<file path="src/rtl/control_registers.sv">
`default_nettype none
// +------------------------------------------------------------------------+
// | Module : control_registers                                             |
// | Desc   : Addressable bank of control registers, synchronous write port |
// |          and independent combinational read port.                      |
// | Rev    : 1.0  initial release                                          |
// +------------------------------------------------------------------------+
module control_registers #(
  parameter int DATA_WIDTH = 8,
  parameter int ADDR_WIDTH = 3,
  parameter int NUM_REGS   = 2**ADDR_WIDTH,
  parameter logic [NUM_REGS*DATA_WIDTH-1:0] RESET_VALUE = '0
) (
  input  logic                  clk,
  input  logic                  rst_n,
  input  logic [ADDR_WIDTH-1:0] read_addr,
  input  logic [ADDR_WIDTH-1:0] write_addr,
  input  logic [DATA_WIDTH-1:0] write_data,
  input  logic                  write_enable,
  output logic [DATA_WIDTH-1:0] read_data
);

  logic [NUM_REGS*DATA_WIDTH-1:0] w_regs_flat;

  // Each register decodes its own write strobe; addresses beyond NUM_REGS
  // match no register, so such writes fall away naturally.
  genvar gi;
  generate
    for (gi = 0; gi < NUM_REGS; gi++) begin : g_reg
      logic                  w_wr_sel;
      logic [DATA_WIDTH-1:0] r_q;

      assign w_wr_sel = write_enable && (write_addr == ADDR_WIDTH'(gi));

      always_ff @(posedge clk or negedge rst_n) begin
        if (!rst_n) begin
          r_q <= RESET_VALUE[gi*DATA_WIDTH +: DATA_WIDTH];
        end else if (w_wr_sel) begin
          r_q <= write_data;
        end
      end

      assign w_regs_flat[gi*DATA_WIDTH +: DATA_WIDTH] = r_q;
    end
  endgenerate

  // Unmatched (out-of-range) read addresses keep the zero default.
  always_comb begin
    read_data = '0;
    for (int i = 0; i < NUM_REGS; i++) begin
      if (read_addr == ADDR_WIDTH'(i)) begin
        read_data = w_regs_flat[i*DATA_WIDTH +: DATA_WIDTH];
      end
    end
  end

endmodule
`default_nettype wire

</file>
<file path="config.mk">
export PLATFORM = sky130hd
export DESIGN_NAME = control_registers
export DESIGN_NICKNAME = d
export VERILOG_FILES = /design/src/rtl/control_registers.sv
export SDC_FILE = /design/constraint.sdc
export NUM_CORES = 1
export LEC_CHECK = 0
export ABC_AREA = 0
export CAP_MARGIN = 40
export CORE_ASPECT_RATIO = 0.5
export CORE_UTILIZATION = 45
export CTS_CLUSTER_SIZE = 8
export DETAILED_ROUTE_END_ITERATION = 6
export HOLD_SLACK_MARGIN = 0.03
export SLEW_MARGIN = 10
export SYNTH_ARGS = -nofsm -noshare
export SYNTH_HDL_FRONTEND = slang
export SYNTH_SLANG_ARGS = --single-unit
</file>
<file path="constraint.sdc">
create_clock -name clk -period 2.3 [get_ports clk]
set_input_delay 0.575 -clock clk [delete_from_list [all_inputs] [get_ports clk]]
set_output_delay 0.575 -clock clk [all_outputs]
set_load 0.02 [all_outputs]
</file>
==> impl_metrics.toml <==
[run_status]
status = "finished with violations"
violations = "negative setup slack"

[pwr]
internal-power_mw = 2.93
p_comb_share_pct = 19.9
p_per_area_nw_per_um2 = 971
p_leak_nw = 1.69
finalPower_mw = 3.83
pwr-share-seq_pct = 39.5
clkPwrFrac_pct = 40.6
p_sw_share_pct = 23.6
switchingPower_uw = 906
vdd_drop_max_uv = 461

[timing]
fmax_mhz = 432
fin_worst_skew_ns = 0
slew_headroom_pct = 72.7
hold_ws_ns = 0.108
period_share_pct = 101
fin_crit_ns = 2.32
rsz0062_at_grt = "true"
worst_pin_slew_ns = 0.409
worst_slack_ns = -0.0158
drv_slew = 0
finalSetupViolations = 5
fin_setup_tns_ns = -0.0480
finalHoldViolCount = 0

[route]
drc = 0
wl_per_cell_um = 20.1
ant_nets = 0
drt_iter0_drc = 137
wl_mm = 6.52
via_per_inst = 5.36
vias = 1738
drt_pass1_iterations = 6

[cells_and_area]
drive_gt1_share_pct = 61.4
largest_register_ffs = 64
largest-register = "g.r_q"
n_antenna_cell = 0
nets = 248
postLayoutCoreUtil_pct = 62.8
reg.largest.list = "g.r_q (64)"
mostFrequentLayoutCells = "64 x mux2_2, 64 x dfrtp_1, 19 x buf_4, 15 x mux4_2, 12 x clkdlybuf4s50_1"
area_growth_pct = 30.1
stdcell_count = 324
design_area_um2 = 3950

[floorplanning]
start_util_pct = 48.3
ioPinCount = 25
dieArea_um2 = 7090
dieWidth_um = 118
die_h_um = 60.1
design.core.area_um2 = 6280
num_rows = 20

[critical_path]
end_kind = "output pin"
reg2reg_from = "g_reg[3].r_q[5]"
cp_slowest_cell = "mux4_2"
critPathKind = "input port to output pin"
timing.critical_path.mode_cell = "buf_12"
start_kind = "input port"
critPathMaxStageDelay_ns = 0.51
reg2regPathDepth = 1
ff2ff_setup_slack_ns = 1.49
r2r_end = "g_reg[3].r_q[5]"
crit_chain = "buf_12 > buf_12 > mux4_2 > mux2_4 > buf_6"
crit_arrival_ns = 1.74
worst-path-max-fanout = 5
cp.required_ns = 1.73

[yosys]
synth.distinct_cells = 22
synthCells = 179
synth_fp_nets = 196
synthesis.area_um2 = 3030
synth_seq_cells = 64
synth_area_per_cell_um2 = 16.9
yosysSeqAreaShare_pct = 52.8
ys_warn_count = 0

[placement]
place_ws_ns = -0.967
port_buffers = 24
gp_congestion = 0.714
hpwl_mm = 4.21
post-place-cells = 304
placed_cell_area_um2 = 3530

[cts]
cts_tree = "built"
cts.root.buffer_cell = "clkbuf_16"
h-tree-depth = 3
clkSlewWorstSetupHoldPaths_ns = 0.06
cts.sinks = 64
ctsHoldBuffers = 0
clock_latency_ns = 0.33
cts_buffer_depth = 2
numCtsBuffers = 9

[global_route]
grt_max_degree = 33
grt_pass1_vias = 1843
grt_pass1_wl_mm = 10.4
grt_overflow = 0
grt_usage_pct = 21.1
antenna_found_initial = 0

[run]
max_cap_violations = 0

[hold_path]
hp-class = "input port to async pin"
==> worst max-delay path: cells and delay by family <==
family	cells	cell delay, ns
buffers and inverters	3	0.37
muxes	2	0.80
==> layout make-up <==
class                   instances  area, um2
clock inverters                 7        119
multi-input cells             105       1350
clock buffers                   9        225
inverters                       1       3.75
flip-flops and latches         64       1600
fillers                       458       2340
well taps                      88        110
repair buffers                 50        539
==> power groups by stage <==
| stage | Clock (mW) | Combinational, mW | Sequential (mW) |
|---|---|---|---|
| finish | 1.55 | 0.763 | 1.51 |
| global route | 1.63 | 0.818 | 1.54 |
| CTS | 1.59 | 0.764 | 1.51 |
| detailed placement | 0 | 0.724 | 1.51 |
| global placement | 0 | 0.699 | 1.51 |
| floorplan | 0 | 0.508 | 1.47 |
==> worst max path at each step <==
| stage | from | slack, ns | end |
|---|---|---|---|
| after detailed placement | read_addr[0] | -0.97 | read_data[2] |
| after global placement | read_addr[0] | -0.92 | read_data[4] |
| after floorplan | read_addr[0] | 0.11 | read_data[0] |
| final | read_addr[0] | -0.02 | read_data[2] |
| after global routing | read_addr[0] | -0.05 | read_data[2] |
| after CTS | read_addr[0] | -0.02 | read_data[2] |
==> cells by family after synthesis <==
family / synth area share [%]
AO/OA/AOI/OAI: 0.908
buffers and inverters: 2.31
flip-flops: 52.8
multiplexers: 39.6
AND/OR/NAND/NOR: 4.41
==> per-layer routing <==
metal	GRT usage [%]	wire length, um	vias up
met1	26.7	3090	904
met5	0	0	-
met4	7.88	88	0
met2	33.3	2980	42
met3	8.40	364	8
li1	-	-	784
==> what timing repair did <==
item,4_1_cts,5_1_grt
buffers inserted,0,2
endpoints found under the setup margin,8,8
pin swaps,0,1
gates cloned,2,0
gates resized for setup,73,4
==> synth_stat cells (all sizes together) <==
master | count | area share [%]
nor3b | 2 | 1.2
a21oi | 2 | 0.33
nand4b | 3 | 0.87
mux4 | 15 | 12
buf | 9 | 2.2
nand2b | 2 | 0.66
o32a | 1 | 0.33
nor3 | 2 | 0.87
nand4 | 1 | 0.21
inv | 1 | 0.12
mux2 | 71 | 27
nor2b | 1 | 0.21
nand2 | 3 | 0.37
dfrtp | 64 | 53
a21boi | 1 | 0.25
mux2i | 1 | 0.33
Note: power is estimated with default switching activity, not from simulation.
